===== src/rtl/char_term_writer.sv =====
// Terminal-style writer: turns an ASCII byte stream into character-RAM writes and tracks a text cursor.
// Optional per-line blanking on every line advance is enabled by defining TERM_LINE_CLR_EN.
module char_term_writer #(
  parameter int         COLS       = 100,
  parameter int         ROWS       = 75,
  parameter int         ADDR_W     = 13,
  parameter logic [7:0] BLANK_CHAR = 8'h20
) (
  input  logic              pixel_clock,
  input  logic              nSYSPOR,
  input  logic [7:0]        in_data,
  input  logic              in_valid,
  output logic              in_ready,
  output logic [ADDR_W-1:0] ram_addr,
  output logic [7:0]        ram_data,
  output logic              ram_we,
  output logic [6:0]        cur_col,
  output logic [6:0]        cur_line,
  output logic              busy
);

  localparam logic [ADDR_W-1:0] ONE_A      = ADDR_W'(1);
  localparam logic [ADDR_W-1:0] COLS_A     = ADDR_W'(COLS);
  localparam logic [ADDR_W-1:0] CELLS_LAST = ADDR_W'(COLS * ROWS - 1);
  localparam logic [6:0]        COL_LAST   = 7'(COLS - 1);
  localparam logic [6:0]        LINE_LAST  = 7'(ROWS - 1);
`ifdef TERM_LINE_CLR_EN
  localparam logic [ADDR_W-1:0] LCLR_LAST  = ADDR_W'(COLS - 1);
`endif

  localparam logic [7:0] CH_BS = 8'h08;
  localparam logic [7:0] CH_LF = 8'h0A;
  localparam logic [7:0] CH_FF = 8'h0C;
  localparam logic [7:0] CH_CR = 8'h0D;

`ifdef TERM_LINE_CLR_EN
  typedef enum logic [1:0] {S_CLEAR, S_IDLE, S_LINE_CLR} state_t;
`else
  typedef enum logic [1:0] {S_CLEAR, S_IDLE} state_t;
`endif

  state_t state, state_next;

  logic [ADDR_W-1:0] count, count_d;
  logic [ADDR_W-1:0] row_base, row_base_d;
  logic [6:0]        col_d, line_d;
  logic              we_d, ready_d, busy_d;
  logic [ADDR_W-1:0] addr_d;
  logic [7:0]        data_d;

  logic              accept, is_print, line_adv;
  logic [ADDR_W-1:0] cur_addr, base_inc;
  logic [6:0]        line_inc;

  // row_base tracks cur_line*COLS incrementally so no multiplier is needed
  always_comb begin
    accept   = in_valid && in_ready;
    is_print = (in_data >= 8'h20) && (in_data <= 8'h7E);
    cur_addr = row_base + {{(ADDR_W-7){1'b0}}, cur_col};
    line_adv = accept && ((is_print && (cur_col == COL_LAST)) || (in_data == CH_LF));
    if (cur_line == LINE_LAST) begin
      line_inc = '0;
      base_inc = '0;
    end else begin
      line_inc = cur_line + 7'd1;
      base_inc = row_base + COLS_A;
    end
  end

  always_ff @(posedge pixel_clock or negedge nSYSPOR) begin
    if (!nSYSPOR) state <= S_CLEAR;
    else          state <= state_next;
  end

  always_comb begin
    state_next = state;
    case (state)
      S_CLEAR: if (count == CELLS_LAST) state_next = S_IDLE;
      S_IDLE: begin
        if (accept && (in_data == CH_FF)) state_next = S_CLEAR;
`ifdef TERM_LINE_CLR_EN
        else if (line_adv) state_next = S_LINE_CLR;
`endif
      end
`ifdef TERM_LINE_CLR_EN
      S_LINE_CLR: if (count == LCLR_LAST) state_next = S_IDLE;
`endif
      default: state_next = S_CLEAR;
    endcase
  end

  always_comb begin
    count_d    = count;
    row_base_d = row_base;
    col_d      = cur_col;
    line_d     = cur_line;
    we_d       = 1'b0;
    addr_d     = ram_addr;
    data_d     = ram_data;
    ready_d    = (state_next == S_IDLE);
    busy_d     = (state_next != S_IDLE);
    case (state)
      S_CLEAR: begin
        we_d    = 1'b1;
        addr_d  = count;
        data_d  = BLANK_CHAR;
        count_d = count + ONE_A;
        if (count == CELLS_LAST) begin
          count_d    = '0;
          row_base_d = '0;
          col_d      = '0;
          line_d     = '0;
        end
      end
      S_IDLE: begin
        if (accept) begin
          if (is_print) begin
            we_d   = 1'b1;
            addr_d = cur_addr;
            data_d = in_data;
            if (cur_col == COL_LAST) begin
              col_d      = '0;
              line_d     = line_inc;
              row_base_d = base_inc;
              count_d    = '0;
            end else begin
              col_d = cur_col + 7'd1;
            end
          end else begin
            case (in_data)
              CH_CR: col_d = '0;
              CH_LF: begin
                line_d     = line_inc;
                row_base_d = base_inc;
                count_d    = '0;
              end
              CH_BS: begin
                if (cur_col != '0) begin
                  col_d  = cur_col - 7'd1;
                  we_d   = 1'b1;
                  addr_d = cur_addr - ONE_A;
                  data_d = BLANK_CHAR;
                end
              end
              CH_FF: begin
                count_d    = '0;
                row_base_d = '0;
                col_d      = '0;
                line_d     = '0;
              end
              default: ;
            endcase
          end
        end
      end
`ifdef TERM_LINE_CLR_EN
      // row_base already points at the new line when this state starts
      S_LINE_CLR: begin
        we_d    = 1'b1;
        addr_d  = row_base + count;
        data_d  = BLANK_CHAR;
        count_d = (count == LCLR_LAST) ? '0 : count + ONE_A;
      end
`endif
      default: ;
    endcase
  end

  always_ff @(posedge pixel_clock or negedge nSYSPOR) begin
    if (!nSYSPOR) begin
      count    <= '0;
      row_base <= '0;
      cur_col  <= '0;
      cur_line <= '0;
      ram_we   <= 1'b0;
      ram_addr <= '0;
      ram_data <= '0;
      in_ready <= 1'b0;
      busy     <= 1'b1;
    end else begin
      count    <= count_d;
      row_base <= row_base_d;
      cur_col  <= col_d;
      cur_line <= line_d;
      ram_we   <= we_d;
      ram_addr <= addr_d;
      ram_data <= data_d;
      in_ready <= ready_d;
      busy     <= busy_d;
    end
  end

endmodule


===== config.mk =====
export PLATFORM = sky130hd
export DESIGN_NAME = char_term_writer
export DESIGN_NICKNAME = d
export VERILOG_FILES = /design/src/rtl/char_term_writer.sv
export SDC_FILE = /design/constraint.sdc
export NUM_CORES = 1
export LEC_CHECK = 0
export ABC_AREA = 1
export BUFFER_PORTS_ARGS = -buffer_cell sky130_fd_sc_hd__buf_2
export CAP_MARGIN = 0
export CORE_UTILIZATION = 60
export CTS_CLUSTER_DIAMETER = 100
export DETAILED_ROUTE_END_ITERATION = 8
export GPL_TIMING_DRIVEN = 0
export HOLD_SLACK_MARGIN = 0.06
export MAX_ROUTING_LAYER = met4
export PLACE_DENSITY = 0.91
export SYNTH_ARGS = -nofsm -noshare
export SYNTH_HDL_FRONTEND = slang
export SYNTH_SLANG_ARGS = --single-unit

===== constraint.sdc =====
create_clock -name pixel_clock -period 2.8 [get_ports pixel_clock]
set_input_delay 0.56 -clock pixel_clock [delete_from_list [all_inputs] [get_ports pixel_clock]]
set_output_delay 0.56 -clock pixel_clock [all_outputs]
set_load 0.005 [all_outputs]

==> results of run 1 <==
## final cells by class
cell class | count | share of cell area
plain buffers | 16 | 0.01930
clock buffers | 10 | 0.02491
clock inverters | 6 | 0.008305
inverters | 94 | 0.07035
multi-input cells | 476 | 0.4827
flip-flops and latches | 66 | 0.3229
well taps | 99 | 0.02418
repair buffers | 48 | 0.04739
## layer usage
layer / global-route usage / routed length (µm)
met1: 0.3896 / 5055
met2: 0.5385 / 5734
met3: 0.06094 / 880
met4: 0.1977 / 536
met5: - / 0
## stage by stage
stage,util,hold slack [ns]
final,0.6988,0.3092
after CTS,0.6976,0.3353
after detailed placement,0.6743,0.4680
after floorplan,-,0.2644
after global routing,0.6988,0.3804
after global placement,0.6740,0.4575
## cell families (layout without fill, tap and decap cells)
logic type	Yosys count	in the layout	share of synthesized area
adders and majority gates	16	16	0.04538
AOI/OAI and AO/OA	105	105	0.1263
DFF	66	66	0.3611
and+or+nand+nor	335	335	0.3297
other	1	1	0.0008193
xor gates and xnor gates	19	19	0.03636
buffers and inverters	110	174	0.1003
## cell usage in the layout, fill, tap and decap left out, types with 3 or more instances in the layout
master    Yosys  routed
nand3b_1      3       3
nor4_1        4       4
xor2_1       19      19
nor2_1       70      67
dfrtp_1      65      64
nand2_1     152     152
o22ai_1       4       4
o21ai_0      33      33
buf_6         3       3
o31ai_1       6       6
ha_1         15      15
nor2_2        6       9
o21ai_1       6       6
buf_2         7      54
a21oi_1      44      44
clkbuf_8      0       9
nand3_1      58      58
inv_2         9       9
nor3_1       16      16
a31oi_1       4       4
inv_1        84      84
nand4_1      11      11
nor2_4        3       3
clkbuf_1      2       3
buf_4         2       3
## path summary, 6_finish.rpt
path / from / endpoint / depth (start not counted)
max reg2reg: cur_col[0]$_DFFE_PN0P_ / ram_addr[11]$_DFFE_PN0P_ / 14
min: nSYSPOR / ram_data[2]$_DFFE_PN0P_ / 1
max in group asynchronous: nSYSPOR / cur_col[0]$_DFFE_PN0P_ / 1
min reg2reg: ram_data[2]$_DFFE_PN0P_ / ram_data[2]$_DFFE_PN0P_ / 2
max: cur_col[0]$_DFFE_PN0P_ / ram_addr[11]$_DFFE_PN0P_ / 14
min in group pixel_clock: ram_data[2]$_DFFE_PN0P_ / ram_data[2]$_DFFE_PN0P_ / 2
## registers in the layout, summed over array words and instances, names as in the netlist
register,count
cur_line,7
state,2
count,13
busy,1
ram_addr,13
ram_data,8
ram_we,1
in_ready,1
cur_col,7
row_base,13
## power by group
part	internal, mW	switching, mW
clock	0.322	0.394
sequential	1.18	0.213
combinational	0.490	0.855
==> results.yml, run 1 <==
critical_path:
  crit_slowest_cell: "dfrtp_2"
  crit_chain: "ha_1, fa_1, nand3_1, nand2_1, nand2_1, nand2_1, nor2_2, nand2_1, nor2_2, nand3_1, nand2_1, nand3_1, nand2_1, nand2_1"
  r2r_setup_slack_ns: 0.18
  start_kind: "flip-flop"
  criticalPathCategory: "reg -> reg"
  worst_setup_path_end_kind: "flip-flop"
  max_stage_delay_ns: 0.46
  worstPathRequired_ns: 3.06
  cp_top_family: "simple AND/OR/NAND/NOR gates"
  cpMostUsedCell: "nand2_1"
  cp.arrival_ns: 2.87
  crit_buf_inv: 0
  crit_fanout: 6
global_routing:
  grt_use_total: 0.3340
  antenna_found_initial: 0
  grt_pass1_vias: 4298
  grt_max_degree: 67
  grt_overflow: 0
  grt_first_pass_wirelength_um: 19430
power_and_ir_drop:
  p_total_mw: 3.453
  power.density_nw_per_um2: 674.0
  p_leak_nw: 2.553
  ir_drop_v: 0.0002945
sta:
  setup_tns_ns: 0
  fin_ws_ns: 0.1816
  rsz0062_at_grt: "no"
  slew_violations: 0
  clock_skew_ns: 0.01056
  period_needed_ns: 2.618
  fmax_ghz: 0.3819
  finalSetupViolations: 0
  finalCritPeriodShare: 0.9351
  max_slew_margin: 0.4253
  tightest_slew_ns: 0.8550
  finalHoldViolCount: 0
drt:
  drc_errors: 0
  vias_per_cell: 5.784
  wl_per_cell_um: 14.98
  routed_wl_um: 12210
  firstDrtPassIters: 5
  drt-initial-drc-count: 363
  ant_nets: 0
  via_count: 4714
placed_design:
  dp_hpwl_um: 8965
  gp_congestion: 0.9681
  io_buffers: 48
  place_area_um2: 4943
  dp.cells: 799
  pre_cts_slack_ns: 0.1611
clocking:
  ctsHoldBuffers: 0
  htree_levels: 3
  cts_buffer_depth: 2
  cts_buffers: 9
  postCtsResizedCells: 0
  cts_tree: "done"
  clkLatencyLatePin_ns: 0.36
  cts_post_setup_buffers_inserted: 0
  clkTransAtPathRegs_ns: 0.08
  root_buffer: "clkbuf_8"
  cts.sinks: 66
synth:
  netlist_area_um2: 4577
  synth.cells.most_frequent: "nand2_1, inv_1, nor2_1, dfrtp_1, nand3_1"
  synth_cell_types: 44
  yosysMostFrequentCell: "nand2_1"
  seq_area_frac_synth: 0.3611
  synth_edf_count: 0
  synth_area_per_cell_um2: 7.020
  synth_top_area_frac: 0.3554
  yosys_warnings: 0
  synth_nets: 679
  synthCells: 652
  synth.area.top_cells: "dfrtp_1, nand2_1, inv_1, nand3_1, nor2_1"
  ys_seq_elements: 66
  yosysTopAreaCell: "dfrtp_1"
  async_flop_share: 1.000
  synthFlopType: "dfrtp_1"
die:
  core_area_um2: 7331
  initial_core_util: 0.6243
  dieWidth_um: 89.34
  die_h_um: 89.34
  dieArea_um2: 7982
  io_pins: 49
  rows: 31
final_layout:
  fill_cells: 585
  drive_gt1_frac: 0.1564
  finalInstanceArea_um2: 5122
  nets: 738
  multiInputGateArea_um2: 2472
  regArea_um2: 1654
  n_antenna_cell: 0
  area_delta_synth_final_pct: 11.92
  finalNonFillerCells: 815
min_path:
  holdCritPathClass: "in -> async"
outcome:
  status: "finished, final reports clean"
run:
  cap_violations: 0
Power figures use the tool's default switching activity.
==> run 2: changes to the inputs <==
--- a/config.mk
+++ b/config.mk
@@ -9,6 +9,7 @@
 export BUFFER_PORTS_ARGS = -buffer_cell sky130_fd_sc_hd__buf_2
 export CAP_MARGIN = 0
 export CORE_UTILIZATION = 60
+export CTS_BUF_LIST = sky130_fd_sc_hd__clkbuf_4 sky130_fd_sc_hd__clkbuf_8
 export CTS_CLUSTER_DIAMETER = 100
 export DETAILED_ROUTE_END_ITERATION = 8
 export GPL_TIMING_DRIVEN = 0
==> run 2 against run 1 <==
Worst hold slack got worse by 0.0033 ns. Final area about the same. Combinational power about the same. Highest routed layer unchanged. Sequential power about the same. Non-clock buffer count unchanged. Sequential share of layout area about the same.
==> results.yml, run 2 (synthesis results as in run 1) <==
critical_path:
  cp.arrival_ns: 2.88
  criticalPathCategory: "reg -> reg"
  crit_fanout: 6
  crit_chain: "ha_1, fa_1, nand3_1, nand2_1, nand2_1, nand2_1, nor2_2, nand2_1, nor2_2, nand3_1, nand2_1, nand3_1, nand2_1, nand2_1"
  start_kind: "flip-flop"
  cp_top_family: "simple AND/OR/NAND/NOR gates"
  crit_slowest_cell: "dfrtp_2"
  cpMostUsedCell: "nand2_1"
  worst_setup_path_end_kind: "flip-flop"
  max_stage_delay_ns: 0.47
  worstPathRequired_ns: 3.06
  crit_buf_inv: 0
final_layout:
  layout_commonest_cell: "nand2_1"
  drive_gt1_frac: 0.1578
  nets: 738
  reg_top3: "count x13, ram_addr x13, row_base x13"
  final_cell_mix: "nand2_1, inv_1, nor2_1"
  n_antenna_cell: 0
  area_delta_synth_final_pct: 12.00
clocking:
  htree_levels: 3
  clkTransAtPathRegs_ns: 0.08
  cts_buffers: 9
  ctsHoldBuffers: 0
  clkLatencyLatePin_ns: 0.36
  postCtsResizedCells: 0
  cts_buffer_depth: 2
  root_buffer: "clkbuf_8"
  cts.sinks: 66
  cts_post_setup_buffers_inserted: 0
  cts_tree: "done"
die:
  dieWidth_um: 89.34
  die_h_um: 89.34
  rows: 31
  dieArea_um2: 7982
  io_pins: 49
  initial_core_util: 0.6243
  core_area_um2: 7331
power_and_ir_drop:
  p_leak_nw: 2.557
  power.density_nw_per_um2: 677.8
  ir_drop_v: 0.0002945
sta:
  max_slew_margin: 0.4040
  fin_ws_ns: 0.1773
  rsz0062_at_grt: "no"
  tightest_slew_ns: 0.8866
  finalSetupViolations: 0
  clock_skew_ns: 0.01305
  setup_tns_ns: 0
  finalCritPeriodShare: 0.9367
  period_needed_ns: 2.623
  fmax_ghz: 0.3813
  finalHoldViolCount: 0
  slew_violations: 0
drt:
  wl_per_cell_um: 15.00
  ant_nets: 0
  vias_per_cell: 5.756
  drt-initial-drc-count: 377
  drc_errors: 0
  firstDrtPassIters: 7
  via_count: 4691
  routed_wl_um: 12230
global_routing:
  grt_pass1_vias: 4308
  grt_use_total: 0.3348
  grt_max_degree: 67
  antenna_found_initial: 0
  grt_first_pass_wirelength_um: 19490
  grt_overflow: 0
run:
  cap_violations: 0
placed_design:
  dp_hpwl_um: 8965
  io_buffers: 48
  gp_congestion: 0.9681
  pre_cts_slack_ns: 0.1611
min_path:
  holdCritPathClass: "in -> async"
outcome:
  status: "finished, final reports clean"
-- run 2: stage by stage --
stage / power [mW] / std cells / area, µm² / utilization / hold slack (ns)
4_1_cts: 3.439 / 815 / 5117 / 0.6981 / 0.3353
6_report: 3.474 / 815 / 5126 / 0.6993 / 0.3059
3_5_place_dp: 2.700 / 799 / 4943 / 0.6743 / 0.4680
2_1_floorplan: 2.275 / 652 / 4577 / - / 0.2644
5_1_grt: 3.720 / 815 / 5126 / 0.6993 / 0.3804
3_3_place_gp: 2.625 / 799 / 4941 / 0.6740 / 0.4575
-- run 2: where the power goes --
group / switching, mW / internal [mW] / total, mW
Clock: 0.402 / 0.332 / 0.734
Sequential: 0.212 / 1.18 / 1.39
Combinational: 0.860 / 0.490 / 1.35
-- run 2: cell type report --
type / count / area (µm²)
plain buffers: 16 / 98.84
multi-input cells: 476 / 2472
clock inverters: 6 / 42.54
fillers: 585 / 2205
repair buffers: 48 / 242.7
well taps: 99 / 123.9
flip-flops and latches: 66 / 1654
inverters: 94 / 360.3
clock buffers: 10 / 131.4
-- run 2: worst register-to-register path: cells and delay by family (launching register included) --
family | cells | cell delay [ns]
flip-flops | 1 | 0.47
AND/OR/NAND/NOR | 12 | 1.39
adder cells (fa/ha/maj) | 2 | 0.67
-- run 2: final timing paths --
check / cells past startpoint / endpoint / slack (ns) / startpoint
hold / removal: 1 / ram_data[2]$_DFFE_PN0P_ / 0.31 / nSYSPOR
setup reg to reg: 14 / ram_addr[11]$_DFFE_PN0P_ / 0.18 / cur_col[0]$_DFFE_PN0P_
max in group asynchronous: 1 / cur_col[0]$_DFFE_PN0P_ / 1.94 / nSYSPOR
min in group pixel_clock: 2 / ram_data[2]$_DFFE_PN0P_ / 0.49 / ram_data[2]$_DFFE_PN0P_
setup / recovery: 14 / ram_addr[11]$_DFFE_PN0P_ / 0.18 / cur_col[0]$_DFFE_PN0P_
hold reg to reg: 2 / ram_data[2]$_DFFE_PN0P_ / 0.49 / ram_data[2]$_DFFE_PN0P_
-- run 2: per-layer routing --
metal	wire length, µm	GRT usage	up-vias
met5	0	-	-
met3	907	0.06094	51
met1	5071	0.3914	2144
met4	507	0.1977	0
li1	-	-	2241
met2	5742	0.5392	255
